**config.mk**
```make
export PLATFORM = sky130hd
export DESIGN_NAME = aes_key_sched_ctrl_flat
export DESIGN_NICKNAME = d
export VERILOG_FILES = /design/src/rtl/aes_key_sched_ctrl_pkg.sv /design/src/rtl/aes_key_sched_ctrl_if.sv /design/src/rtl/aes_key_sched_ctrl.sv /design/src/flat_wrapper.sv
export SDC_FILE = /design/constraint.sdc
export NUM_CORES = 1
export LEC_CHECK = 0
export ABC_AREA = 1
export CAP_MARGIN = 20
export CORE_AREA = 2 2 204 206
export DETAILED_ROUTE_END_ITERATION = 16
export DIE_AREA = 0 0 206 208
export GPL_TIMING_DRIVEN = 0
export SYNTH_ARGS = -nofsm -noshare
export SYNTH_HDL_FRONTEND = slang
export SYNTH_SLANG_ARGS = --single-unit
```
**constraint.sdc**
```tcl
create_clock -name clk -period 2.55 [get_ports clk]
set_input_delay 0.255 -clock clk [delete_from_list [all_inputs] [get_ports clk]]
set_output_delay 0.255 -clock clk [all_outputs]
set_load 0.005 [all_outputs]
```
**src/rtl/aes_key_sched_ctrl_pkg.sv**
```systemverilog
// Shared AES-128 key-schedule constants and types for the key schedule controller.
// Holds the round count, key width and the controller state encoding.
package aes_key_sched_ctrl_pkg;

    localparam int AES_NR    = 10;
    localparam int AES_KEY_W = 128;

    typedef enum logic {
        KS_IDLE = 1'b0,
        KS_EMIT = 1'b1
    } ks_state_t;

endpackage

```
**src/rtl/aes_key_sched_ctrl_if.sv**
```systemverilog
// Key-input and round-key-output channels of the key schedule controller.
// slave: the controller's view; master: the key source / round-key consumer view.
interface aes_key_sched_ctrl_if;
    import aes_key_sched_ctrl_pkg::*;

    logic                 key_valid;
    logic                 key_ready;
    logic [AES_KEY_W-1:0] cipher_key;
    logic                 rk_valid;
    logic                 rk_ready;
    logic [AES_KEY_W-1:0] rk_data;
    logic [3:0]           rk_idx;
    logic                 rk_last;

    modport slave (
        input  key_valid, cipher_key, rk_ready,
        output key_ready, rk_valid, rk_data, rk_idx, rk_last
    );

    modport master (
        output key_valid, cipher_key, rk_ready,
        input  key_ready, rk_valid, rk_data, rk_idx, rk_last
    );

endinterface

```
**src/rtl/aes_key_sched_ctrl.sv**
```systemverilog
// AES-128 key schedule controller: accepts a cipher key, steps the external
// key_expansion block and streams round keys 0..10 over a valid/ready channel.
// Optional feature macro: KS_PERF_EN adds the completed-schedule counter port sched_count.
module aes_key_sched_ctrl
    import aes_key_sched_ctrl_pkg::*;
#(
    parameter int NR = AES_NR
) (
    input  logic                 clk,
    input  logic                 rst_n,
    aes_key_sched_ctrl_if.slave  bus,
    input  logic                 abort,
    output logic                 ke_en,
    output logic [3:0]           ke_round,
    output logic [AES_KEY_W-1:0] ke_cipher_key,
    input  logic [AES_KEY_W-1:0] ke_round_key,
`ifdef KS_PERF_EN
    output logic [15:0]          sched_count,
`endif
    output logic                 busy
);

    localparam logic [3:0] LP_NR = 4'(NR);

    ks_state_t            r_state;
    logic [3:0]           r_idx;
    logic [AES_KEY_W-1:0] r_key_hold;

    logic w_emit;
    logic w_key_hs;
    logic w_rk_hs;
    logic w_last;

    assign w_emit   = (r_state == KS_EMIT);
    assign w_last   = w_emit && (r_idx == LP_NR);
    // Abort blocks both handshakes in the same cycle, so neither transfer is accepted.
    assign w_key_hs = !w_emit && bus.key_valid && !abort;
    assign w_rk_hs  = w_emit && bus.rk_ready && !abort;

    // Output decode: outputs fall back to zero in idle so they match the reset values.
    assign bus.key_ready = !w_emit && !abort;
    assign bus.rk_valid  = w_emit;
    assign bus.rk_idx    = w_emit ? r_idx : 4'd0;
    assign bus.rk_last   = w_last;
    assign bus.rk_data   = !w_emit ? '0 : ((r_idx == 4'd0) ? r_key_hold : ke_round_key);

    // Round k+1 is requested from key_expansion exactly when round k is taken.
    assign ke_en         = w_rk_hs && (r_idx < LP_NR);
    assign ke_round      = r_idx;
    assign ke_cipher_key = r_key_hold;
    assign busy          = w_emit;

    // Schedule FSM: capture key, advance index on each accepted round key, abort returns to idle.
    always_ff @(posedge clk or negedge rst_n) begin
        if (!rst_n) begin
            r_state    <= KS_IDLE;
            r_idx      <= 4'd0;
            r_key_hold <= '0;
        end else if (abort) begin
            r_state <= KS_IDLE;
            r_idx   <= 4'd0;
        end else begin
            case (r_state)
                KS_IDLE: begin
                    if (w_key_hs) begin
                        r_key_hold <= bus.cipher_key;
                        r_idx      <= 4'd0;
                        r_state    <= KS_EMIT;
                    end
                end
                KS_EMIT: begin
                    if (w_rk_hs) begin
                        if (w_last) begin
                            r_idx   <= 4'd0;
                            r_state <= KS_IDLE;
                        end else begin
                            r_idx <= r_idx + 4'd1;
                        end
                    end
                end
                default: begin
                    r_state <= KS_IDLE;
                    r_idx   <= 4'd0;
                end
            endcase
        end
    end

`ifdef KS_PERF_EN
    logic [15:0] r_sched_count;

    // Completed-schedule counter: counts accepted final round keys, wraps naturally, reset-only clear.
    always_ff @(posedge clk or negedge rst_n) begin
        if (!rst_n) begin
            r_sched_count <= 16'd0;
        end else if (w_rk_hs && w_last) begin
            r_sched_count <= r_sched_count + 16'd1;
        end
    end

    assign sched_count = r_sched_count;
`endif

endmodule

```
**src/flat_wrapper.sv**
```systemverilog
// flat-port wrapper written by rule: the top's interface ports become plain ports
module aes_key_sched_ctrl_flat import aes_key_sched_ctrl_pkg::*;
#(
    parameter int NR = AES_NR
)
  (clk, rst_n, abort, ke_en, ke_round, ke_cipher_key, ke_round_key, busy, bus_key_valid, bus_cipher_key, bus_rk_ready, bus_key_ready, bus_rk_valid, bus_rk_data, bus_rk_idx, bus_rk_last);
  aes_key_sched_ctrl_if bus_i ();
  input  logic clk;
  input  logic rst_n;
  input  logic abort;
  output logic ke_en;
  output logic [3:0] ke_round;
  output logic [AES_KEY_W-1:0] ke_cipher_key;
  input  logic [AES_KEY_W-1:0] ke_round_key;
  output logic busy;
  input wire logic [$bits(bus_i.key_valid)-1:0] bus_key_valid;
  input wire logic [$bits(bus_i.cipher_key)-1:0] bus_cipher_key;
  input wire logic [$bits(bus_i.rk_ready)-1:0] bus_rk_ready;
  output wire logic [$bits(bus_i.key_ready)-1:0] bus_key_ready;
  output wire logic [$bits(bus_i.rk_valid)-1:0] bus_rk_valid;
  output wire logic [$bits(bus_i.rk_data)-1:0] bus_rk_data;
  output wire logic [$bits(bus_i.rk_idx)-1:0] bus_rk_idx;
  output wire logic [$bits(bus_i.rk_last)-1:0] bus_rk_last;
  assign bus_i.key_valid = bus_key_valid;
  assign bus_i.cipher_key = bus_cipher_key;
  assign bus_i.rk_ready = bus_rk_ready;
  assign bus_key_ready = bus_i.key_ready;
  assign bus_rk_valid = bus_i.rk_valid;
  assign bus_rk_data = bus_i.rk_data;
  assign bus_rk_idx = bus_i.rk_idx;
  assign bus_rk_last = bus_i.rk_last;
  aes_key_sched_ctrl #(.NR(NR)) u_core (.clk(clk), .rst_n(rst_n), .bus(bus_i), .abort(abort), .ke_en(ke_en), .ke_round(ke_round), .ke_cipher_key(ke_cipher_key), .ke_round_key(ke_round_key), .busy(busy));
endmodule
```
[Word level (Yosys, flattened, before mapping)]
Cells that the tools add are included.
Word-level totals
  bits in registers: 133
  bits in latches: 0
  memory bits (writable): 0
  bits in read-only memories: 0
  bits of input ports: 261
  output and inout port bits: 269
  word-level logic and storage cells: 35
  memories kept: 0
Operators by class
  $add $sub $neg: 1
  $mul: 0
  div/mod/pow operators: 0
  $lt $le $gt $ge: 1
  eq/ne operators: 3
  shifts and indexed selects: 0
  multiplexer cells: 13
  bitwise operators: 2
  reduce and logical (&&, ||, !) cells: 12
Operators with widths (count)
  $mux W128: 2
  $mux W4: 5
  $pmux W4 S2: 1
  $logic_and A1 B1 Y1: 7
  $add A4 B1 Y4 const B: 1
  $eq A4 B4 Y1 const B: 1
  $logic_not A4 Y1: 1
  $lt A4 B4 Y1 const B: 1
  $mux W1: 4
  $ne A3 B2 Y1 const B: 1
  $ne A3 B3 Y1 const B: 1
  $reduce_and A3 Y1: 1
  $logic_not A1 Y1: 2
  $not A1 Y1: 2
  $pmux W1 S2: 1
  $reduce_and A2 Y1: 1

[Longest topological paths before layout]
Gate-level depths: netlist of the first run.
  depth in word-level cells: 6
  gate-level depth with buffers: 8
  depth with buffers taken out: 7

[Worst setup path before layout of the first run]
No wires, ideal clock.
  kind: reg-to-output
  start point: register u_core.r_idx[0] (netlist: u_core.ke_round[0])
  end point: output bus_rk_data[100]
  arrival: 1326 ps
  required time: 2295 ps
  path slack: 969 ps
  cell stages (with the launch flop): 9
  buffers on the path: 2
  path through: dfrtp_1 -> inv_1 -> ha_1 -> nand3_4 -> inv_2 -> buf_12 -> buf_12 -> nor2_1 -> nor2_1
On the way
  word-level cells in the longest chain between the ends: 3
Ends and longest elaborated chain
  start: declaration: line aes_key_sched_ctrl.sv:26  | logic [3:0] r_idx;
  start signal: assignment: line aes_key_sched_ctrl.sv:77  | r_idx <= r_idx + 4'd1;
  $logic_not A4 Y1: line aes_key_sched_ctrl.sv:45  | assign bus.rk_data = !w_emit ? '0 : ((r_idx == 4'd0) ? r_key_hold : ke_round_key);
  $mux W128 (2 in a row): line aes_key_sched_ctrl.sv:45
  end: declaration: line flat_wrapper.sv:21  | output wire logic [$bits(bus_i.rk_data)-1:0] bus_rk_data;
Every way passes these cells.

[Final worst setup path of the first run]
  start point: register u_core.r_idx[1] (netlist: u_core.ke_round[1])
  end point: output bus_rk_data[62]
Same word-level chain as after synthesis.

==> reports/results.tsv, run 1 <==
stage	metric	value	unit
final_layout	post-route cell area	14800	um2
die	io pins	530	
timing	Final WS setup	57.0	ps
pwr	overall power	8.21	mW
route	initial DRC count	382	
synth	Synth Area per Inst	7.33	um2
worst_setup_path	critical path arrival	2240	ps
hold_path	min-delay src	bus_cipher_key[122]	
synth	post-synth top area share	44.5	%
die	Core Area	40600	um2
synth	Area contributors post-synth	dfrtp_1 44%, o21ai_0 13%, nor2_1 13%, nand2_1 7.1%, inv_1 6.8%	
run	Max-Cap Viols	0	
run_status	outcome	finished clean	
worst_setup_path	FF-to-FF Start	u_core.bus.rk_valid	
timing	setup violators final	0	
worst_setup_path	flop-to-flop setup slack	1000	ps
route	Vias per Instance	4.15	
synth	Seq cells post-synth	133	
timing	RSZ-0062 raised after global routing	yes	
placed_design	Port Buffers	529	
die	Die W	206	um
cts	Max clock buf depth	2	
cts	Worst-path clk slew	60	ps
placed_design	Placement Setup Slack	-50.7	ps
placed_design	hpwl dp	28.9	mm
timing	Final period util	97.8	%
timing	final hold slack	355	ps
hold_path	Hold Crit Class	in -> reg	
final_layout	diode count	0	
cts	H-tree depth	4	
final_layout	Layout area overhead	98.0	%
timing	Worst Skew	5.91	ps
final_layout	Nets	1872	
hold_path	hold worst-path end	u_core.ke_cipher_key[122]	
route	drt drc	0	
worst_setup_path	Crit Path Max Fanout	5	
worst_setup_path	crit end category	primary output	
pwr	PD cells	554	nW/um2
placed_design	Placed Area	13500	um2
timing	Min Clock Period, post-route	2490	ps
worst_setup_path	crit path launch type	flop	
synth	most area-hungry cell type in the Yosys netlist	dfrtp_1	
route	Routed WL	38.4	mm
die	Die H	208	um
route	Pre-antenna DRT Iters	4	
final_layout	Core Util, Final	36.5	%
timing	Max Slew Vio Count	0	
pwr	Leak	7.45	nW
grt	number of global-route vias before repair	9209	
final_layout	final non-filler cell total	2153	
synth	Synth cell types	21	
synth	sequential cell area fraction in the yosys report	44.5	%
synth	post-synthesis cell count	1021	
grt	GRT Util Overall	17.2	%
hold_path	WHS Path Cells	3	
placed_design	GP Congestion	0.865	
grt	first-pass GRT wire length	54.5	mm
worst_setup_path	Critical Path RT	2300	ps
cts	clk sinks	133	
timing	Tightest Pin Transition	680	ps
worst_setup_path	reg2reg path depth	6	
timing	final hold violations	0	
die	Starting Density	18.4	%
timing	max_slew headroom	54.7	%
grt	initial antenna violation count	1	
cts	number of buffers created by CTS	17	
timing	highest clock rate	401	MHz
route	DR vias	8932	
worst_setup_path	Worst R2R End	u_core.ke_cipher_key[97]	
die	die footprint	42800	um2
worst_setup_path	CP Class	reg -> out	
route	Final ANT Viol Nets	0	
grt	largest net degree at the start of global routing	69	
synth	syn nets	1285	
final_layout	filler instances	4220	
die	row cnt	74	
synth	Mapped Area	7480	um2
timing	TNS Setup	0	ps
pwr	Worst VDD drop	0.420	mV
synth	Ys Warns	0	
cts	CTS root buf	clkbuf_16	
final_layout	layout cells sized above 1	11.6	%
cts	CTS tree	done	
grt	total gr overflow	0	
cts	Clock Latency Late Sink	440	ps
route	DR WL/cell	17.8	um
placed_design	DP Cell Count	2083	
synthesized netlist by cell type, drive strengths merged:
master	count
nor2	263
buf	63
nand3	5
nor3	1
nand2	141
dfrtp	133
inv	139
nand4	2
a21oi	2
o21ai	259
a31oi	1
clkbuf	9
ha	3
repair_timing:
| action | CTS | global route |
|---|---|---|
| hold buffers | 1 | 0 |
| gates resized for setup | 237 | 83 |
| setup endpoints to repair | 132 | 49 |
| hold endpoints to repair | 65 | 0 |
| cloned | 7 | 2 |
| pin swaps | 12 | 6 |
| setup buffers | 21 | 7 |
cell usage in the layout, fill, tap and decap left out, types with 3 or more instances in the layout:
cell type,Yosys,final
buf_8,0,3
o21ai_1,60,109
buf_2,20,8
nand2_1,141,141
clkdlybuf4s15_1,0,9
nor2_1,263,246
buf_4,6,33
bufbuf_16,0,3
clkinv_2,0,3
o21ai_0,199,132
clkbuf_1,8,9
inv_1,135,133
clkbuf_2,1,4
dfrtp_1,133,131
clkdlybuf4s50_1,0,405
clkbuf_16,0,19
clkbuf_8,0,4
buf_16,0,6
dlymetal6s2s_1,0,15
buf_6,26,32
dlygate4sd2_1,0,91
inv_2,3,3
o21ai_2,0,18
nor2_2,0,15
nand3_1,3,3
clkinvlp_4,0,3
buf_12,11,21
kinds of logic after synthesis:
logic type / Yosys count / synth area share, %
AOI/OAI and AO/OA: 262 / 17.5
adders and majority gates: 3 / 0.502
buffers and inverters: 211 / 16.3
DFF: 133 / 44.5
and+or+nand+nor: 412 / 21.2
flip-flops by register name (all words and copies together) (netlist names):
name,cells
u_core.bus.rk_valid,1
u_core.ke_round,4
u_core.ke_cipher_key,128
critical path: stages, from the launching register on:
cell and delay [ps]:
dfrtp_2 420, inv_4 80, ha_4 140, nand3_4 100
clkinv_8 110, buf_16 140, bufbuf_16 260, buf_4 100
nor2_1 40, nor2_2 220, buf_2 180
worst max-delay path by stage:
stage	startpoint	endpoint	slack, ps	depth (start not counted)
floorplan	u_core.ke_round[0]	bus_rk_data[100]	970	8
global route	u_core.ke_round[1]	bus_rk_data[105]	-20	10
detailed placement	u_core.ke_round[1]	bus_rk_data[33]	-50	8
finish	u_core.ke_round[1]	bus_rk_data[62]	60	10
global placement	rst_n	u_core.ke_cipher_key[122]	-4250	1
CTS	u_core.ke_round[0]	bus_rk_data[103]	-100	9
where the power goes:
group          total (mW)  internal, mW  switching [mW]
combinational        2.93          1.75            1.18
clock                2.49          1.54           0.955
sequential           2.79          2.45           0.340
metal layers:
layer / track usage, % / vias up / share of wire (%)
li1: - / 4347 / -
met1: 18.1 / 4165 / 38
met2: 31.5 / 377 / 52
met3: 4.70 / 43 / 7.2
met4: 7.56 / 0 / 3.0
met5: 0 / - / 0
layout make-up:
type                            count  area [um2]  share of cell area (%)
Tap cell                          532         666                    4.49
Inverter                          139         542                    3.66
Clock inverter                      8        97.6                   0.659
Multi-Input combinational cell    677        3070                    20.7
Timing Repair Buffer              568        5780                    39.0
Clock buffer                       24         492                    3.32
Sequential cell                   133        3330                    22.5
Buffer                             72         841                    5.68
(Power assumes the default switching activity.)
==> run 2: changes to the inputs <==
==> constraint.sdc (replaced) <==
create_clock -name clk -period 2.55 [get_ports clk]
set_input_delay 0.3825 -clock clk [delete_from_list [all_inputs] [get_ports clk]]
set_output_delay 0.3825 -clock clk [all_outputs]
set_load 0.005 [all_outputs]
==> run 2 against run 1 <==
Compared with the run above: combinational power down 3%; cell count did not move; register-to-register slack gained 60 ps; clock power hardly changed; sequential share of layout area up 0.46 points; total power down 1.2%; global-route usage down 0.20 points; non-clock buffer count did not move; critical endpoint is now bus_rk_data[114]; largest power group unchanged.
==> reports/results.tsv, run 2 (same netlist as run 1, synthesis figures left out) <==
stage	metric	value	unit	change
run_status	outcome	finished clean		unchanged
final_layout	diode count	0		unchanged
die	Die W	206	um	unchanged
cts	CTS tree	done		unchanged
run	Max-Cap Viols	0		unchanged
grt	first-pass GRT wire length	53.8	mm	was 54.5 mm
worst_setup_path	critical path arrival	2120	ps	was 2240 ps
grt	GRT Util Overall	17.0	%	was 17.2%
worst_setup_path	crit path launch type	flop		unchanged
route	DR top layer	met4		unchanged
timing	Min Clock Period, post-route	2500	ps	was 2490 ps
grt	initial antenna violation count	1		unchanged
die	Starting Density	18.4	%	unchanged
final_layout	Layout area overhead	94.0	%	was 98.0%
cts	Clock Latency Late Sink	440	ps	about the same
cts	number of buffers created by CTS	17		unchanged
route	Pre-antenna DRT Iters	4		unchanged
worst_setup_path	CP Buf/Inv Count	5		was 6
final_layout	most common cell after layout, fill and taps aside	clkdlybuf4s50_1		unchanged
timing	final hold violations	0		unchanged
pwr	Worst VDD drop	0.426	mV	was 0.420 mV
worst_setup_path	crit-path cells	inv_2 -> ha_4 -> nand3_4 -> buf_4 -> buf_6 -> buf_6 -> o21ai_1 -> nor2_2 -> dlygate4sd2_1		was inv_4 -> ha_4 -> nand3_4 -> clkinv_8 -> buf_16 -> bufbuf_16 -> buf_4 -> nor2_1 -> nor2_2 -> buf_2
final_layout	layout cells sized above 1	13.1	%	was 11.6%
route	DR vias	8882		was 8932
die	die footprint	42800	um2	unchanged
pwr	PD cells	559	nW/um2	was 554 nW/um2
route	Routed WL	37.4	mm	was 38.4 mm
worst_setup_path	most frequent cell on the critical path	buf_6		
worst_setup_path	Crit Path Max Fanout	10		was 5
cts	CTS root buf	clkbuf_16		unchanged
timing	setup violators final	0		unchanged
grt	number of global-route vias before repair	9068		was 9209
placed_design	Placement Setup Slack	-178	ps	was -50.7 ps
hold_path	Hold Crit Class	in -> reg		unchanged
cts	Max clock buf depth	2		unchanged
route	wire length on met3	2.87	mm	was 2.78 mm
final_layout	most frequent cells in the layout	403 x clkdlybuf4s50_1, 249 x nor2_1, 145 x o21ai_0		was 405 x clkdlybuf4s50_1, 246 x nor2_1, 141 x nand2_1
timing	Final period util	98.1	%	was 97.8%
route	drt drc	0		unchanged
timing	Final WS setup	48.1	ps	was 57.0 ps
final_layout	Nets	1872		unchanged
placed_design	hpwl dp	28.9	mm	unchanged
pwr	Leak	7.23	nW	was 7.45 nW
timing	highest clock rate	400	MHz	was 401 MHz
route	wire length on met2	19.2	mm	was 19.9 mm
worst_setup_path	Max stage delay on crit path	390	ps	was 420 ps
route	Vias per Instance	4.13		was 4.15
grt	total gr overflow	0		unchanged
die	row cnt	74		unchanged
die	io pins	530		unchanged
placed_design	GP Congestion	0.865		unchanged
final_layout	Core Util, Final	35.8	%	was 36.5%
timing	Tightest Pin Transition	683	ps	was 680 ps
grt	largest net degree at the start of global routing	69		unchanged
cts	Worst-path clk slew	60	ps	about the same
worst_setup_path	Slowest cell on crit path	dfrtp_1		was dfrtp_2
timing	Max Slew Vio Count	0		unchanged
worst_setup_path	crit end category	primary output		unchanged
timing	RSZ-0062 raised after global routing	yes		unchanged
pwr	overall power	8.11	mW	was 8.21 mW
worst_setup_path	CP Class	reg -> out		unchanged
worst_setup_path	Critical Path RT	2170	ps	was 2300 ps
route	initial DRC count	362		was 382
route	DR WL/cell	17.4	um	was 17.8 um
route	Final ANT Viol Nets	0		unchanged
placed_design	Port Buffers	529		unchanged
timing	max_slew headroom	54.4	%	was 54.7%
cts	H-tree depth	4		unchanged
die	Die H	208	um	unchanged
final_layout	final non-filler cell total	2153		unchanged
final_layout	Largest register FFs	128		unchanged
worst_setup_path	CP top delay family	buffers and inverters		unchanged
cts	clk sinks	133		unchanged
placed_design	DP Cell Count	2083		unchanged
timing	Worst Skew	6.06	ps	was 5.91 ps
route	met1 WL	14.1	mm	was 14.5 mm
die	Core Area	40600	um2	unchanged
## run 2: worst register-to-register path, cell delays in order, from the launching register on
cell and delay [ps]:
dfrtp_1 390, buf_12 190, inv_6 50, nand3_4 90
buf_6 240, clkbuf_2 320, o21ai_1 100
## run 2: final timing paths
check                      slack [ps]                startpoint  cells past startpoint                         to
max                                50        u_core.ke_round[0]                      9           bus_rk_data[114]
min reg2reg                       500  u_core.ke_cipher_key[15]                      2   u_core.ke_cipher_key[15]
max reg2reg                      1060       u_core.bus.rk_valid                      6   u_core.ke_cipher_key[97]
max in group asynchronous        1240                     rst_n                      3    u_core.ke_cipher_key[1]
min                               480       bus_cipher_key[122]                      3  u_core.ke_cipher_key[122]
min in group asynchronous         520                     rst_n                      2   u_core.ke_cipher_key[52]
## run 2: repair_timing
action | 4_1_cts | 5_1_grt
buffers inserted | 23 | 13
pin swaps | 18 | 10
setup endpoints to repair | 133 | 90
hold buffers | 1 | 0
gates resized for setup | 267 | 122
endpoints found under the hold margin | 65 | 0
cloned | 5 | 0
## run 2: area by class of cell
cell class,instances,area [um2]
multi-input cells,677,3050
fillers,4270,26000
repair buffers,569,5530
plain buffers,71,813
well taps,532,666
inverters,139,534
clock inverters,8,97.6
clock buffers,24,492
flip-flops and latches,133,3330
## run 2: layer usage
metal	vias up	global-route usage [%]
li1	4348	-
met1	4109	17.8
met2	381	31.4
met3	44	4.90
met4	0	6.87
met5	-	0
## run 2: per-stage QoR
step,setup TNS [ps],area [um2],hold WS (ps)
floorplan,0,7480,86.9
global placement,-580580,13400,490
detailed placement,-1280,13500,433
CTS,-1710,14400,439
global route,-404,14500,466
finish,0,14500,477
## run 2: report_power, final
group | internal (mW) | switching [mW] | leakage (nW)
sequential | 2.45 | 0.336 | 1.66
clock | 1.54 | 0.962 | 0.282
combinational | 1.67 | 1.15 | 5.29
total | 5.66 | 2.45 | 7.23
==> run 3: changes to the inputs <==
Settings changed: CORE_AREA 2 2 204 206 to 2 2 209 211, DIE_AREA 0 0 206 208 to 0 0 211 213.
Clock period 2.55 ns to 2.4 ns, I/O delays scaled along.
==> run 3 against run 2 <==
Compared with the run above: the flow now finishes with violations (negative setup slack); routed wire length is 6.5% higher; cell count grew 1.3%; critical endpoint is now bus_rk_data[34]; sequential power is 7.9% higher; cell area is 3.2% higher; utilization down 0.71 points; setup slack got worse by 150 ps; highest routed layer is now met5; largest power group unchanged.
==> reports/results.tsv, run 3 (same netlist as run 1, synthesis figures left out) <==
stage	metric	value	unit	change
pwr	switch share	31.4	%	was 30.2%
route	Routed WL	39.9	mm	was 37.4 mm
final_layout	Nets	1886		was 1872
worst_setup_path	crit path launch type	flop		unchanged
final_layout	most frequent cells in the layout	398 x clkdlybuf4s50_1, 179 x nor2_1, 141 x nand2_1		was 403 x clkdlybuf4s50_1, 249 x nor2_1, 145 x o21ai_0
cts	Clock Latency Late Sink	440	ps	about the same
worst_setup_path	crit-path cells	inv_2 -> ha_4 -> nand3_4 -> buf_12 -> buf_6 -> buf_6 -> buf_12 -> o21ai_0 -> nor2_1 -> buf_2		was inv_2 -> ha_4 -> nand3_4 -> buf_4 -> buf_6 -> buf_6 -> o21ai_1 -> nor2_2 -> dlygate4sd2_1
pwr	Worst VDD drop	0.344	mV	was 0.426 mV
run	Max-Cap Viols	0		unchanged
cts	CTS root buf	clkbuf_16		unchanged
grt	largest net degree at the start of global routing	71		was 69
placed_design	Port Buffers	529		unchanged
final_layout	layout cells sized above 1	24.2	%	was 13.1%
grt	GRT Util Overall	16.6	%	was 17.0%
route	Vias per Instance	4.15		was 4.13
final_layout	Layout area overhead	100	%	was 94.0%
timing	final hold violations	0		unchanged
timing	max_slew headroom	55.6	%	was 54.4%
hold_path	Hold Crit Class	in -> reg		unchanged
route	initial DRC count	351		was 362
worst_setup_path	CP Class	reg -> out		unchanged
final_layout	final non-filler cell total	2182		was 2153
worst_setup_path	CP Buf/Inv Count	6		was 5
route	Pre-antenna DRT Iters	4		unchanged
final_layout	most common cell after layout, fill and taps aside	clkdlybuf4s50_1		unchanged
route	Final ANT Viol Nets	0		unchanged
die	io pins	530		unchanged
route	DR vias	9059		was 8882
final_layout	Largest register FFs	128		unchanged
cts	H-tree depth	4		unchanged
pwr	Sequential Power Share	33.6	%	was 34.3%
timing	Max Slew Vio Count	0		unchanged
worst_setup_path	Max stage delay on crit path	410	ps	was 390 ps
route	DR WL/cell	18.3	um	was 17.4 um
worst_setup_path	CP top delay family	buffers and inverters		unchanged
timing	Final WS setup	-96.9	ps	was 48.1 ps
die	row cnt	76		was 74
timing	Min Clock Period, post-route	2500	ps	
cts	Worst-path clk slew	70	ps	was 60 ps
route	drt drc	0		unchanged
worst_setup_path	critical path arrival	2140	ps	was 2120 ps
die	Die W	211	um	was 206 um
timing	Tightest Pin Transition	666	ps	was 683 ps
placed_design	Placed Area	13500	um2	about the same
worst_setup_path	flop-to-flop setup slack	780	ps	was 1060 ps
pwr	PD cells	596	nW/um2	was 559 nW/um2
timing	RSZ-0062 raised after global routing	yes		unchanged
worst_setup_path	Slowest cell on crit path	dfrtp_2		was dfrtp_1
grt	first-pass GRT wire length	54.6	mm	was 53.8 mm
cts	Max clock buf depth	2		unchanged
placed_design	GP Congestion	0.894		was 0.865
grt	number of global-route vias before repair	8924		was 9068
run_status	outcome	complete, but fails checks		was finished clean
run_status	failing checks	negative setup slack		
placed_design	DP Cell Count	2097		was 2083
worst_setup_path	Crit Path Max Fanout	10		unchanged
timing	Final period util	104	%	
pwr	Pint	6.12	mW	was 5.66 mW
pwr	clock network fraction of total power	30.1	%	was 30.8%
pwr	Leak	7.17	nW	was 7.23 nW
grt	total gr overflow	0		unchanged
cts	clk sinks	133		unchanged
grt	initial antenna violation count	3		was 1
die	Starting Density	17.5	%	was 18.4%
timing	highest clock rate	400	MHz	
final_layout	post-route cell area	15000	um2	was 14500 um2
pwr	combinational power share	36.4	%	was 34.9%
die	Die H	213	um	was 208 um
timing	TNS Setup	-1370	ps	was 0 ps
cts	number of buffers created by CTS	17		unchanged
timing	setup violators final	30		was 0
cts	CTS tree	done		unchanged
worst_setup_path	Critical Path RT	2040	ps	was 2170 ps
die	Core Area	42700	um2	was 40600 um2
pwr	Net Sw Power	2.80	mW	was 2.45 mW
worst_setup_path	crit end category	primary output		unchanged
placed_design	hpwl dp	29.7	mm	was 28.9 mm
timing	Worst Skew	10.7	ps	was 6.06 ps
die	die footprint	44900	um2	was 42800 um2
run 3: cell count changes in the layout (fill, tap and decap cells not counted), sizes merged:
cell,before,now
clkbuf,48,45
clkdlybuf4s50,403,398
dlymetal6s2s,11,4
diode,0,1
clkdlybuf4s15,13,2
dlygate4sd2,64,17
buf,124,211
run 3: final timing paths:
check                           depth (start not counted)                         to                     start
worst max-delay path                                   10            bus_rk_data[34]        u_core.ke_round[1]
max in group asynchronous                               3   u_core.ke_cipher_key[49]                     rst_n
worst min-delay path                                    3  u_core.ke_cipher_key[121]       bus_cipher_key[121]
worst max register to register                          7   u_core.ke_cipher_key[96]       u_core.bus.rk_valid
worst min register to register                          2   u_core.ke_cipher_key[15]  u_core.ke_cipher_key[15]
min in group asynchronous                               2  u_core.ke_cipher_key[123]                     rst_n
run 3: area by class of cell:
type	count	area [um2]
buffer	69	797
clock buffer	24	492
fill	4454	27700
tap	546	683
inverter	139	534
clock inverter	8	97.6
sequential	133	3330
multi-input combinational	677	3450
timing repair buffer	585	5590
antenna	1	2.50
run 3: worst min-delay path: stages:
cell and delay [ps]:
clkdlybuf4s50_1 390, inv_1 50, o21ai_1 60
run 3: power by group through the flow:
stage / registers [mW] / clock network [mW] / logic, mW
after floorplan: 2.90 / 0 / 0.897
after global placement: 2.97 / 0 / 2.90
final: 3.00 / 2.68 / 3.25
after detailed placement: 2.98 / 0 / 2.93
after CTS: 2.96 / 2.79 / 3.07
after global routing: 3.04 / 2.88 / 3.50
run 3: metrics by stage:
stage / util (%) / worst slack (ps) / hold slack (ps) / power, mW
global route: 35.1 / -206 / 454 / 9.42
global placement: 31.5 / -4660 / 489 / 5.87
finish: 35.1 / -96.9 / 455 / 8.93
CTS: 33.9 / -290 / 413 / 8.82
detailed placement: 31.6 / -453 / 397 / 5.90
floorplan: - / 714 / 64.4 / 3.80
run 3: layer usage:
layer  share of wire, %  routed length [um]  GRT usage [%]  vias up
met3                7.4                2940           4.88       59
met2                 49               19700           29.0      403
li1                   -                   -              -     4383
met4                3.7                1480           7.92        4
met1                 39               15700           18.5     4210
met5              0.075                  30              0        -
run 3: timing repair:
item	CTS	global route
pin swaps	27	73
gates cloned	5	6
hold endpoints to repair	63	0
endpoints found under the setup margin	134	126
buffers inserted	28	18
hold buffers	1	0
gates resized for setup	456	338
